`config.mk`:
```
export PLATFORM = sky130hd
export DESIGN_NAME = overlap_accum_seq
export DESIGN_NICKNAME = d
export VERILOG_FILES = /design/src/rtl/overlap_accum_seq.sv
export SDC_FILE = /design/constraint.sdc
export NUM_CORES = 1
export LEC_CHECK = 0
export ABC_AREA = 1
export ABC_CLOCK_PERIOD_IN_PS = 2900
export BUFFER_PORTS_ARGS = -buffer_cell sky130_fd_sc_hd__buf_2
export CORE_AREA = 4 4 62 87
export CTS_CLUSTER_DIAMETER = 150
export DETAILED_ROUTE_END_ITERATION = 10
export DIE_AREA = 0 0 66 91
export PLACE_DENSITY = 0.79
export SLEW_MARGIN = 10
export SYNTH_ARGS = -nofsm -noshare
export SYNTH_HDL_FRONTEND = slang
export SYNTH_SLANG_ARGS = --single-unit
```
`constraint.sdc`:
```
create_clock -name clk -period 2.9 [get_ports clk]
set_clock_uncertainty 0.05 [all_clocks]
set_input_delay 0.29 -clock clk [delete_from_list [all_inputs] [get_ports clk]]
set_output_delay 0.29 -clock clk [all_outputs]
set_load 0.03 [all_outputs]
```
`src/rtl/overlap_accum_seq.sv`:
```
// overlap_accum_seq: sequential overlap-accumulate stage for Karatsuba GF(2)
// multipliers. NUM partial products of PW bits arrive one per handshake. Each
// one is XOR-folded into an OW-bit accumulator at a stride of SHIFT bits, and
// the recombined word is then offered on a valid/ready output port.
module overlap_accum_seq #(
   parameter  int PW        = 15,
   parameter  int SHIFT     = 8,
   parameter  int NUM       = 3,
   parameter  int MSB_FIRST = 0,
   localparam int OW        = (NUM - 1) * SHIFT + PW,
   localparam int CW        = $clog2(NUM)
) (
   input  logic          clk,
   input  logic          rst_n,
   input  logic          flush,
   input  logic          in_valid,
   output logic          in_ready,
   input  logic [PW-1:0] in_data,
   output logic          out_valid,
   input  logic          out_ready,
   output logic [OW-1:0] out_data,
   output logic [CW-1:0] in_idx
);

   localparam logic [0:0] ST_ACC = 1'b0;
   localparam logic [0:0] ST_OUT = 1'b1;

   // Place a partial product at its slot offset. Slot order is ascending by
   // default and descending when MSB_FIRST is set. Zero-extending before the
   // shift keeps every bit inside [0, OW-1].
   function automatic logic [OW-1:0] place(input logic [PW-1:0] d,
                                           input logic [CW-1:0] k);
      logic [OW-1:0] ext;
      int            slot;
      ext  = {{(OW-PW){1'b0}}, d};
      slot = (MSB_FIRST != 0) ? (NUM - 1 - int'(k)) : int'(k);
      return ext << (slot * SHIFT);
   endfunction

   logic [0:0]    state_r;
   logic [0:0]    state_nxt_s;
   logic [CW-1:0] cnt_r;
   logic [CW-1:0] cnt_nxt_s;
   logic [OW-1:0] acc_r;
   logic [OW-1:0] acc_nxt_s;
   logic [OW-1:0] placed_s;
   logic          last_s;
   logic          in_ready_r;
   logic          out_valid_r;

   assign placed_s = place(in_data, cnt_r);
   assign last_s   = (cnt_r == CW'(NUM - 1));

   // Next-state logic: flush wins over any handshake; the first product of a
   // result overwrites the stale accumulator instead of needing a clear cycle.
   always_comb begin
      state_nxt_s = state_r;
      cnt_nxt_s   = cnt_r;
      acc_nxt_s   = acc_r;
      if (flush) begin
         state_nxt_s = ST_ACC;
         cnt_nxt_s   = {CW{1'b0}};
         acc_nxt_s   = {OW{1'b0}};
      end else begin
         case (state_r)
            ST_ACC: begin
               if (in_valid) begin
                  if (cnt_r == {CW{1'b0}}) begin
                     acc_nxt_s = placed_s;
                  end else begin
                     acc_nxt_s = acc_r ^ placed_s;
                  end
                  if (last_s) begin
                     cnt_nxt_s   = {CW{1'b0}};
                     state_nxt_s = ST_OUT;
                  end else begin
                     cnt_nxt_s   = cnt_r + CW'(1);
                     state_nxt_s = ST_ACC;
                  end
               end else begin
                  state_nxt_s = ST_ACC;
                  cnt_nxt_s   = cnt_r;
                  acc_nxt_s   = acc_r;
               end
            end
            ST_OUT: begin
               if (out_ready) begin
                  state_nxt_s = ST_ACC;
               end else begin
                  state_nxt_s = ST_OUT;
               end
            end
            default: begin
               state_nxt_s = ST_ACC;
               cnt_nxt_s   = {CW{1'b0}};
               acc_nxt_s   = {OW{1'b0}};
            end
         endcase
      end
   end

   // State, counter, accumulator and handshake flags, all async-cleared.
   always_ff @(posedge clk or negedge rst_n) begin
      if (!rst_n) begin
         state_r     <= ST_ACC;
         cnt_r       <= {CW{1'b0}};
         acc_r       <= {OW{1'b0}};
         in_ready_r  <= 1'b1;
         out_valid_r <= 1'b0;
      end else begin
         state_r     <= state_nxt_s;
         cnt_r       <= cnt_nxt_s;
         acc_r       <= acc_nxt_s;
         in_ready_r  <= (state_nxt_s == ST_ACC);
         out_valid_r <= (state_nxt_s == ST_OUT);
      end
   end

   assign in_ready  = in_ready_r;
   assign out_valid = out_valid_r;
   assign out_data  = acc_r;
   assign in_idx    = cnt_r;

endmodule
```
=== After elaboration in Yosys (flattened, before gate mapping) ===
Index checks and enable logic that the tools add are counted.

* Bits in registers: 35
* Input port bits: 20
* Output and inout bits: 35

* Add/subtract/negate cells: 1
* Equal/unequal tests: 2
* Shift operators: 1
* Mux-type cells: 13
* Bitwise gates (word level): 3
* Reductions and logical operators: 3

{| class="wikitable"
|+ Operators with widths
! operator !! count
|-
| 2-to-1 mux 31 bit || 4
|-
| << shifter 15 x 5 -> 31 bit || 1
|-
| bitwise XOR 31 bit || 1
|-
| 2-to-1 mux 2 bit || 4
|-
| 2-to-1 mux 1 bit || 4
|-
| adder 2 x 1 -> 2 bit (second input constant) || 1
|-
| equality test 2 bit (second input constant) || 1
|-
| zero test 2 bit || 1
|-
| inequality test 2 bit (second input constant) || 1
|-
| NOT 1 bit || 2
|-
| one-hot mux 1 bit (2 select lines) || 1
|-
| AND reduction 2 bit || 1
|-
| nonzero test 2 bit || 1
|}

=== Depth between registers and ports, before layout ===
* Depth after elaboration: 6
* Depth in mapped cells: 8
* Mapped depth without buffers: 7

=== Worst setup path after synthesis ===
No wires, ideal clock.

* Path type: register to register
* From: reg cnt_r[1], in the netlist in_idx[1]
* To: reg acc_r[16], in the netlist out_data[16]
* Setup time: 0.117 ns
* Data arrival time: 1.190 ns
* Slack: 1.542 ns
* Stages on the path, launching flop included: 8
* Clock period less this slack: 1.358 ns
* Cell sequence: dfrtp_1 buf_4 inv_2 buf_6 nand2_1 nand3_1 nand3_1 nand2_1

* Cells in the longest elaborated chain, start to end: 6

{| class="wikitable"
|+ RTL lines
! item !! RTL line !! RTL
|-
| start: declaration || 42 || <nowiki>logic [CW-1:0] cnt_r;</nowiki>
|-
| start signal: assignment || 106 || <nowiki>cnt_r <= {CW{1'b0}};</nowiki>
|-
| start signal: assignment || 112 || <nowiki>cnt_r <= cnt_nxt_s;</nowiki>
|-
| << shifter 15 x 5 -> 31 bit || 37 || <nowiki>return ext << (slot * SHIFT);</nowiki>
|-
| bitwise XOR 31 bit || 71 || <nowiki>acc_nxt_s = acc_r ^ placed_s;</nowiki>
|-
| 2-to-1 mux 31 bit * || 68 || <nowiki>if (cnt_r == {CW{1'b0}}) begin</nowiki>
|-
| 2-to-1 mux 31 bit * || 67 || <nowiki>if (in_valid) begin</nowiki>
|-
| 2-to-1 mux 31 bit * || 65 || <nowiki>case (state_r)</nowiki>
|-
| 2-to-1 mux 31 bit * || 60 || <nowiki>if (flush) begin</nowiki>
|-
| end signal: assignment || 107 || <nowiki>acc_r <= {OW{1'b0}};</nowiki>
|-
| end signal: assignment || 113 || <nowiki>acc_r <= acc_nxt_s;</nowiki>
|-
| end: declaration || 44 || <nowiki>logic [OW-1:0] acc_r;</nowiki>
|}

Every way passes the cells marked *; elsewhere a longest branch is shown, timed or not. The select of a mux whose other input is x is not followed.
A chain may end at the register's enable or synchronous reset.

=== Worst setup path after layout ===
* From: reg cnt_r[0], in the netlist in_idx[0]
* To: out in_idx[0]

{| class="wikitable"
|+ RTL lines
! item !! RTL line !! RTL
|-
| end: declaration || 22 || <nowiki>output logic [CW-1:0] in_idx</nowiki>
|}

No word-level cell between the ends.

==> impl_results.md <==
- Routed Antenna Nets: 0
- Pin count of the biggest net entering global routing: 36
- Crit path launch: in_idx[0]
- CP required: roughly 2.6 ns
- Slowest stage cell, crit path: dfrtp_1
- Critical path type: register to primary output
- P_leak: 1.49 nW
- RD Place Congestion: between 0.8 and 0.9
- Seq/Total Area, Yosys: about two fifths
- Status: completed
- CP bufs+invs: 1
- Clock sinks: 35
- Top FF cell, synth: dfrtp_1
- Critical Path Stages: 1
- RSZ-0062 raised after global routing: no
- Synth warn: 0
- Post-CTS sizing: 0
- CTS H-Tree Depth: 2
- Critical-path maximum fanout: 20
- # port buffers: 54
- Register area: just under 900 um^2
- Finished Cell Area: roughly 0.0026 mm^2
- Power per cell area: around 490 mW/mm^2
- Rel. slew slack: a little under half
- Critical-path cell list: buf_2
- Initial drt markers: 99
- Hold slack: ~0.04 ns
- Antenna violations before repair: 0
- Share of cells above drive strength 1: 23.9%
- Total negative setup slack: 0 ns
- Final worst path period need: approximately 1.8 ns
- Total Wirelength: approximately 5300 um
- Area taken by multi-input logic gates: 0.00110 mm^2
- Crit end category: primary output
- Setup crit start kind: register
- CTS buffer count: 5
- Max-capacitance violation count: 0
- Top cell type's share of synthesized area: between 30% and 40%
- Post-Syn Area: 0.00225 mm^2
- Setup Viol. Count Final: 0
- Synth Register Bits: 35
- Placed instance count: 418
- Post-CTS Hold Buffers: 0
- Final worst path period share: between 60% and 70%
- Die Ht: 91 um
- P&R area growth vs syn: 15.1%
- Gate count after technology mapping: 315
- Io pins: 55
- Drt drc: 0
- Mapped Avg Cell Area: 7.14 um^2
- DPL Wire Length: approximately 3900 um
- Slowest stage delay, CP: about 0.87 ns
- Final hold vios: 0
- GRT overflow: 0
- EDFF count, synth: 0
- Peak Freq: 547 MHz
- Worst reg2reg path depth: 4
- Internal reg-to-reg setup slack: roughly 1.1 ns
- Syn nets: 335
- Origin of the critical flop-to-flop path: in_idx[0]
- Fin. max-slew vios: 0
- Actual slew at the worst max-slew pin: ~0.80 ns
- Distinct cells, synth: 22
- Core Area: 0.00454 mm^2
- Count leader, synth: nand2_1
- Via count: 2097
- Nets: around 380
- CTS tree: done
- Area leader, netlist: dfrtp_1
- Synth top cells by count: nand2_1 (130), nand3_1 (50), inv_1 (35), dfrtp_1 (34), nand3_2 (11)
- Vias in the first global route: roughly 2100
- Site row count: 29
- Via density: around 5
- # Post-CTS Setup Buffers: 0
- Initial Util: 49.6%
- Area contributors post-synth: dfrtp_1 (38%), nand2_1 (22%), nand3_1 (11%)
- Crit path capture: in_idx[0]
- First-pass iteration count of the detailed router: 4
- Arr. time, crit path: between 1 and 1.5 ns
- Root Buffer: clkbuf_8
- CP top delay family: flip-flops
- DP Area: 0.00249 mm^2
- Share of flip-flops with an asynchronous set or reset: 100%
- Reg-to-Reg End: out_data[18]
- Maximum clock path buffer count: 2
- ANT cells: 0
- Total GRT Usage: about a fifth
- VDD IR max: 0.000223 V
- Fill count: roughly 420
- Final Instance Count excl. Fillers: approximately 430
- HP Class: input port to async pin
- Clk_lat worst skew: roughly 0.29 ns
- Clock transition at the registers of the reported paths: 0.08 ns
- Die width: approximately 66 um
- First-pass GRT wire length: a little over 9000 um
- Routed length per instance: approximately 13 um
- Die area: 0.00601 mm^2
==> sequential cells by signal (all words and copies together) (netlist names) <==
register / cells
out_data: 31
out_valid: 1
in_idx: 2
in_ready: 1
==> power breakdown <==
group / leakage (nW) / switching [W] / total, W / internal [W]
combinational: 0.973 / 0.000227 / 0.000320 / 0.0000926
clock: 0.0515 / 0.000180 / 0.000397 / 0.000217
sequential: 0.466 / 0.0000328 / 0.000554 / 0.000521
==> area by class of cell <==
class / count / area share (%)
multi-input cells: 225 / 42.4
flip-flops and latches: 35 / 33.9
repair buffers: 55 / 10.7
inverters: 41 / 6.14
clock buffers: 8 / 3.87
well taps: 62 / 3.00
==> layout by cell type, fill, tap and decap left out <==
| cell type | synthesis | final |
|---|---|---|
| clkbuf_1 | 0 | 1 |
| buf_4 | 3 | 1 |
| o22ai_1 | 1 | 1 |
| o21ai_0 | 3 | 3 |
| nand2_1 | 130 | 130 |
| nand3_2 | 11 | 11 |
| o31ai_1 | 1 | 1 |
| buf_2 | 5 | 54 |
| nor2_1 | 8 | 8 |
| dfrtp_1 | 34 | 34 |
| inv_2 | 4 | 4 |
| a21oi_4 | 1 | 1 |
| nand2_4 | 2 | 2 |
| inv_4 | 2 | 2 |
| nand3_1 | 50 | 50 |
| inv_1 | 35 | 35 |
| dfstp_2 | 1 | 1 |
| nand3b_1 | 6 | 6 |
| o21ai_1 | 7 | 7 |
| clkbuf_8 | 0 | 7 |
| nor2_8 | 2 | 2 |
| xor2_1 | 1 | 1 |
| nor2_4 | 2 | 2 |
==> per-stage QoR <==
stage	utilization, %	total power [W]	setup slack, ns
2_1_floorplan	-	0.000798	1.54
3_3_place_gp	54.9	0.000878	1.22
3_5_place_dp	54.9	0.000884	1.15
4_1_cts	57.1	0.00128	1.09
5_1_grt	57.1	0.00134	1.01
6_report	57.1	0.00127	1.07
==> layer usage <==
layer | share of wire (%) | wire (um) | up-vias | GRT usage [%]
li1 | - | - | 1078 | -
met1 | 42 | 2260 | 955 | 23.7
met4 | 2.3 | 123 | 0 | 7.97
met2 | 51 | 2710 | 52 | 31.7
met5 | 0 | 0 | - | 0
met3 | 4.5 | 242 | 12 | 4.94
==> logic make-up after synthesis <==
family,share of synthesized area (%)
and+or+nand+nor,44.9
AOI/OAI and AO/OA,3.56
DFF,39.0
xor gates and xnor gates,0.390
buffers and inverters,12.2
==> worst min path at each step <==
stage,start,to,slack [ns],cells after the start
2_1_floorplan,rst_n,in_idx[0],-0.06,0
3_5_place_dp,rst_n,out_data[2],0.37,1
5_1_grt,rst_n,out_data[2],0.10,1
3_3_place_gp,rst_n,out_data[6],0.36,1
6_report,rst_n,out_data[1],0.04,1
4_1_cts,rst_n,out_data[2],0.07,1
No activity file was read; power rests on OpenSTA's default activity.
